<file path="src/rtl/cpu_control_fsm.sv">
// Multi-cycle fetch/decode/execute sequencer for the 19-bit CPU datapath.
// Optional mem-ack watchdog: define CPU_CTRL_MEM_TIMEOUT_EN.
module cpu_control_fsm #(
    parameter int unsigned CNT_W          = 16,
    parameter int unsigned TIMEOUT_CYCLES = 16,
    parameter int unsigned OPCODE_SIZE    = 5,
    parameter int unsigned FLAG_REG_SIZE  = 4
) (
    input  logic                     clk,
    input  logic                     rst,
    input  logic                     run,
    input  logic [OPCODE_SIZE-1:0]   ir_opcode,
    input  logic [1:0]               ir_dest,
    input  logic [FLAG_REG_SIZE-1:0] flags,
    input  logic                     mem_ack,
    output logic                     mem_req,
    output logic                     mem_we,
    output logic                     load_en,
    output logic [2:0]               load_select,
    output logic                     pc_inc,
    output logic [OPCODE_SIZE-1:0]   alu_op,
    output logic                     halted,
    output logic                     bus_error,
    output logic [CNT_W-1:0]         retired
);

    localparam logic [2:0] LOAD_PC    = 3'b000;
    localparam logic [2:0] LOAD_IR    = 3'b001;
    localparam logic [2:0] LOAD_REG_A = 3'b010;
    localparam logic [2:0] LOAD_REG_B = 3'b011;
    localparam logic [2:0] LOAD_REG_C = 3'b100;

    localparam logic [OPCODE_SIZE-1:0] OpLd  = OPCODE_SIZE'(5'b10000);
    localparam logic [OPCODE_SIZE-1:0] OpSt  = OPCODE_SIZE'(5'b10001);
    localparam logic [OPCODE_SIZE-1:0] OpJmp = OPCODE_SIZE'(5'b10010);
    localparam logic [OPCODE_SIZE-1:0] OpJz  = OPCODE_SIZE'(5'b10011);
    localparam logic [OPCODE_SIZE-1:0] OpHlt = OPCODE_SIZE'(5'b11111);

    typedef enum logic [2:0] {
        StIdle,
        StFetch,
        StDecode,
        StExec,
        StMem,
        StBranch,
        StBoundary,
        StHalt
    } state_e;

    state_e           state_q, state_d;
    logic [CNT_W-1:0] retired_q, retired_d;

    logic is_alu, is_ld, is_st, is_jmp, is_jz, is_hlt;
    logic dest_valid;
    logic jump_taken;

    // Opcode classes; anything not listed falls through to NOP.
    always_comb begin
        is_alu = (ir_opcode < OpLd);
        is_ld  = (ir_opcode == OpLd);
        is_st  = (ir_opcode == OpSt);
        is_jmp = (ir_opcode == OpJmp);
        is_jz  = (ir_opcode == OpJz);
        is_hlt = (ir_opcode == OpHlt);
    end

    assign dest_valid = (ir_dest != 2'b11);
    assign jump_taken = is_jmp | (is_jz & flags[0]);

    logic unused_flags;
    assign unused_flags = ^flags[FLAG_REG_SIZE-1:1];

    function automatic logic [2:0] dest_code(input logic [1:0] dest);
        logic [2:0] code;
        code = LOAD_PC;
        case (dest)
            2'b00:   code = LOAD_REG_A;
            2'b01:   code = LOAD_REG_B;
            2'b10:   code = LOAD_REG_C;
            default: code = LOAD_PC;
        endcase
        return code;
    endfunction

`ifdef CPU_CTRL_MEM_TIMEOUT_EN
    localparam int unsigned WaitW = (TIMEOUT_CYCLES > 1) ? $clog2(TIMEOUT_CYCLES) : 1;

    logic [WaitW-1:0] wait_cnt_q, wait_cnt_d;
    logic             bus_error_q, bus_error_d;
`endif

    always_comb begin
        state_d   = state_q;
        retired_d = retired_q;
`ifdef CPU_CTRL_MEM_TIMEOUT_EN
        bus_error_d = bus_error_q;
        wait_cnt_d  = '0;
`endif
        unique case (state_q)
            StIdle: begin
                if (run) begin
                    state_d = StFetch;
                end
            end
            StFetch: begin
                if (mem_ack) begin
                    state_d = StDecode;
                end
            end
            StDecode: begin
                if (is_alu) begin
                    state_d = StExec;
                end else if (is_ld || is_st) begin
                    state_d = StMem;
                end else if (is_jmp || is_jz) begin
                    state_d = StBranch;
                end else if (is_hlt) begin
                    // HLT retires on entry to HALT since it never reaches BOUNDARY.
                    state_d   = StHalt;
                    retired_d = retired_q + CNT_W'(1);
                end else begin
                    state_d = StBoundary;
                end
            end
            StExec: begin
                state_d = StBoundary;
            end
            StMem: begin
                if (mem_ack) begin
                    state_d = StBoundary;
                end
            end
            StBranch: begin
                state_d = StBoundary;
            end
            StBoundary: begin
                retired_d = retired_q + CNT_W'(1);
                state_d   = run ? StFetch : StIdle;
            end
            StHalt: begin
                state_d = StHalt;
            end
            default: begin
                state_d = StIdle;
            end
        endcase
`ifdef CPU_CTRL_MEM_TIMEOUT_EN
        // Counter only advances while stalled; any state change leaves it cleared.
        if ((state_q == StFetch || state_q == StMem) && !mem_ack) begin
            if (wait_cnt_q == WaitW'(TIMEOUT_CYCLES - 1)) begin
                state_d     = StHalt;
                bus_error_d = 1'b1;
            end else begin
                wait_cnt_d = wait_cnt_q + WaitW'(1);
            end
        end
`endif
    end

    always_ff @(posedge clk or posedge rst) begin
        if (rst) begin
            state_q   <= StIdle;
            retired_q <= '0;
        end else begin
            state_q   <= state_d;
            retired_q <= retired_d;
        end
    end

`ifdef CPU_CTRL_MEM_TIMEOUT_EN
    always_ff @(posedge clk or posedge rst) begin
        if (rst) begin
            wait_cnt_q  <= '0;
            bus_error_q <= 1'b0;
        end else begin
            wait_cnt_q  <= wait_cnt_d;
            bus_error_q <= bus_error_d;
        end
    end

    assign bus_error = bus_error_q;
`else
    logic unused_timeout;
    assign unused_timeout = (TIMEOUT_CYCLES != 0);
    assign bus_error      = 1'b0;
`endif

    // State-only outputs.
    always_comb begin
        mem_req = (state_q == StFetch) || (state_q == StMem);
        mem_we  = (state_q == StMem) && is_st;
        pc_inc  = (state_q == StDecode);
        alu_op  = (state_q == StExec) ? ir_opcode : '0;
        halted  = (state_q == StHalt);
    end

    // Load bus: one target per cycle, LOAD_PC code parked when idle.
    always_comb begin
        load_en     = 1'b0;
        load_select = LOAD_PC;
        unique case (state_q)
            StFetch: begin
                if (mem_ack) begin
                    load_en     = 1'b1;
                    load_select = LOAD_IR;
                end
            end
            StExec: begin
                if (dest_valid) begin
                    load_en     = 1'b1;
                    load_select = dest_code(ir_dest);
                end
            end
            StMem: begin
                if (mem_ack && is_ld && dest_valid) begin
                    load_en     = 1'b1;
                    load_select = dest_code(ir_dest);
                end
            end
            StBranch: begin
                if (jump_taken) begin
                    load_en     = 1'b1;
                    load_select = LOAD_PC;
                end
            end
            default: begin
                load_en     = 1'b0;
                load_select = LOAD_PC;
            end
        endcase
    end

    assign retired = retired_q;

endmodule

</file>
<file path="config.mk">
export PLATFORM = sky130hd
export DESIGN_NAME = cpu_control_fsm
export DESIGN_NICKNAME = d
export VERILOG_FILES = /design/src/rtl/cpu_control_fsm.sv
export SDC_FILE = /design/constraint.sdc
export NUM_CORES = 1
export LEC_CHECK = 0
export ABC_AREA = 1
export ABC_CLOCK_PERIOD_IN_PS = 1300
export CAP_MARGIN = 40
export CORE_MARGIN = 10
export CORE_UTILIZATION = 30
export DETAILED_ROUTE_END_ITERATION = 8
export GPL_ROUTABILITY_DRIVEN = 0
export PLACE_DENSITY = 0.59
export SKIP_LAST_GASP = 1
export SLEW_MARGIN = 15
export SYNTH_ARGS = -nofsm -noshare
export SYNTH_HDL_FRONTEND = slang
export SYNTH_SLANG_ARGS = --single-unit
</file>
<file path="constraint.sdc">
create_clock -name clk -period 1.3 [get_ports clk]
set_input_delay 0.13 -clock clk [delete_from_list [all_inputs] [get_ports clk]]
set_output_delay 0.13 -clock clk [all_outputs]
set_load 0.01 [all_outputs]
</file>
==> results of run 1 <==
-- sequential cells by signal, summed over array words and instances, names as in the netlist --
signal and cells:
retired 16, state_q 3
-- layout make-up --
type	count	area, µm²
fillers	400	1900
multi-input cells	175	1030
repair buffers	95	813
flip-flops and latches	19	483
inverters	26	110
well taps	52	65.1
clock buffers	3	41.3
clock inverters	1	5.00
-- power groups by stage --
stage	combinational [W]	clock, W	sequential [W]
global route	0.00266	0.000457	0.000875
CTS	0.00195	0.000435	0.000826
finish	0.00248	0.000421	0.000857
global placement	0.00183	0	0.000832
floorplan	0.000793	0	0.000880
detailed placement	0.00183	0	0.000836
-- kinds of logic (layout without fill, tap and decap cells) --
logic type      Yosys count  after routing  share of synthesized area [%]
fa+ha+maj                 1              1                          0.894
simple gates            152            152                           45.8
compound gates           13             13                           5.01
other cells               1              1                          0.268
flops                    19             19                           34.0
buf+inv                  29            125                           9.03
xor+xnor                  8              8                           5.01
-- worst max-delay path, cell delays in order (launching register included) --
cell and delay [ps]:
dfrtp_1 390, inv_2 100, nand3_4 100, nor2_4 110, nand2_2 80, nand2_2 80
and2_4 140, buf_6 90
-- per-stage QoR --
| stage | std cells | setup slack (ps) |
|---|---|---|
| 6_report | 371 | -180 |
| 2_1_floorplan | 223 | -11.4 |
| 3_3_place_gp | 349 | -556 |
| 5_1_grt | 371 | -268 |
| 3_5_place_dp | 349 | -602 |
| 4_1_cts | 364 | -183 |
-- worst max-delay path by stage --
stage,from,endpoint,slack [ps],depth (start not counted)
final,state_q[0],load_select[1],-180,7
after global routing,state_q[0],load_select[0],-270,8
after CTS,state_q[0],load_select[0],-180,8
after detailed placement,ir_opcode[2],load_select[0],-600,9
after global placement,ir_opcode[2],load_select[0],-560,9
after floorplan,retired[1],retired[14],-10,8
-- cells in the final DEF, fill, tap and decap left out, types with 8 or more instances in the layout --
cell,Yosys,final
dfrtp_1,19,13
nor2_1,34,22
inv_1,23,18
buf_2,0,10
buf_6,1,9
buf_4,2,47
nand2_2,3,10
nand2_1,85,74
clkdlybuf4s50_1,0,10
nand3_1,15,10
nor2_4,0,8
dlygate4sd2_1,0,11
-- repair_timing --
item,CTS,global route
setup buffers,12,6
pin swaps,11,21
gates cloned,0,1
endpoints found under the setup margin,38,37
gates resized for setup,91,62
-- metal layers --
layer	routed length, µm	share of wire, %
met5	0	0
met4	66	1.3
met3	180	3.7
met2	2340	48
met1	2310	47
==> metrics.md, run 1 <==
| Metric | Value |
|---|---|
| Setup TNS | `-1870 ps` |
| Worst hold slack | `189 ps` |
| Arr. time, crit path | `1350 ps` |
| Synth Warn # | `0` |
| ANT nets after route | `0` |
| Share of layout cells above drive strength 1 | `41.7%` |
| DP HPWL | `3430 µm` |
| Setup ws final | `-180 ps` |
| Die Wd | `88.3 µm` |
| Clk pwr share | `11.2%` |
| Final hold violations | `0` |
| Global routing usage on met1 | `15.7%` |
| Initial antenna violation count | `0` |
| Netlist cell types | `26` |
| Die Ht | `88.3 µm` |
| #FFs+latches synth | `19` |
| Average wire per standard cell | `13.2 µm` |
| Drt initial violations | `112` |
| Vias in the first global route | `1571` |
| Reg2reg path depth | `6` |
| Post-synth top area share | `34.0%` |
| RR Endpoint | `state_q[1]` |
| Syn_nets | `239` |
| Wire length of the first global-routing pass | `7460 µm` |
| Final max-slew violation count | `0` |
| # port buffers | `40` |
| Hold-fix buffers, CTS | `0` |
| Core ar. | `4440 µm²` |
| Met3 Track Usage GR | `1.84%` |
| Clock root cell | `clkbuf_8` |
| CP Capture Type | `primary output` |
| Final instance area | `2540 µm²` |
| Synth area leaders | `dfrtp_1 34%, nand2_1 23%, nor2_1 9.1%` |
| Switching part of the total | `43.1%` |
| CTS clk-pin slew, worst paths | `70 ps` |
| CTS H-Tree Depth | `1` |
| Pint | `0.00214 W` |
| Antenna fix cells | `0` |
| Setup crit start kind | `flip-flop` |
| Power Total | `0.00376 W` |
| # IOs | `45` |
| Top FF cell, synth | `dfrtp_1` |
| Vias | `1744` |
| Status | `finished, violations left` |
| Largest net degree at the start of global routing | `20` |
| DRT Pass-1 Iters | `4` |
| Met2 usage | `19.7%` |
| Drt drc | `0` |
| Initial Util | `31.5%` |
| Fraction of registers with async set/reset | `100%` |
| Clock skew | `2.45 ps` |
| Skew-Pair Late Insertion Delay | `260 ps` |
| Synthesized area per cell | `6.27 µm²` |
| R2r setup slk | `-50 ps` |
| Combinational power share | `66.0%` |
| Ratio of final minimum period to clock period | `114%` |
| Max cap viols | `0` |
| RSZ-0062 raised after global routing | `yes` |
| Switching power total | `0.00162 W` |
| TritonCTS Buffers | `3` |
| Final Util | `57.3%` |
| Most numerous cell in the Yosys netlist | `nand2_1` |
| RR Startpoint | `state_q[2]` |
| Total GRT Usage | `11.8%` |
| Post-synth top area cell | `dfrtp_1` |
| GRT busiest layer | `met2` |
| Syn Inst Count | `223` |
| Critical setup path kind | `reg -> out` |
| Placed inst area | `2130 µm²` |
| Hold Path Class | `in -> async` |
| Sequential area share after synthesis | `34.0%` |
| Sequential Power Share | `22.8%` |
| Lkg Pwr | `1.36 nW` |
| Vias per inst | `4.70` |
| Post-synth EDFFs | `0` |
| P per Cell Area | `1480 nW/µm²` |
| Die ar. | `7790 µm²` |
| Area Growth Syn to Fin | `81.9%` |
| Fmax | `0.676 GHz` |
| Cell Rows | `24` |
| Peak VDD IR | `0.000689 V` |
| Clk sinks | `19` |
| Most common library cells after synthesis | `85 x nand2_1, 34 x nor2_1, 23 x inv_1` |
| Syn Std Cell Area | `1400 µm²` |
| Final WL | `4900 µm` |
| Final setup vio count | `17` |
| CTS max path bufs | `2` |
| Post-layout min period | `1480 ps` |
| Final nets | `336` |
| CTS tree | `built` |
| Failing checks | `setup timing` |
| Grt ovf | `0` |
| CP required | `1170 ps` |
| CP Max Fanout | `3` |
No activity file was read; power rests on OpenSTA's default activity.
==> run 2, diff against run 1 <==
Settings changed: CAP_MARGIN 40 to 25, SLEW_MARGIN 15 to 10.
==> results of run 2 <==
Final layout, timing and power as in run 1 (identical DEF).
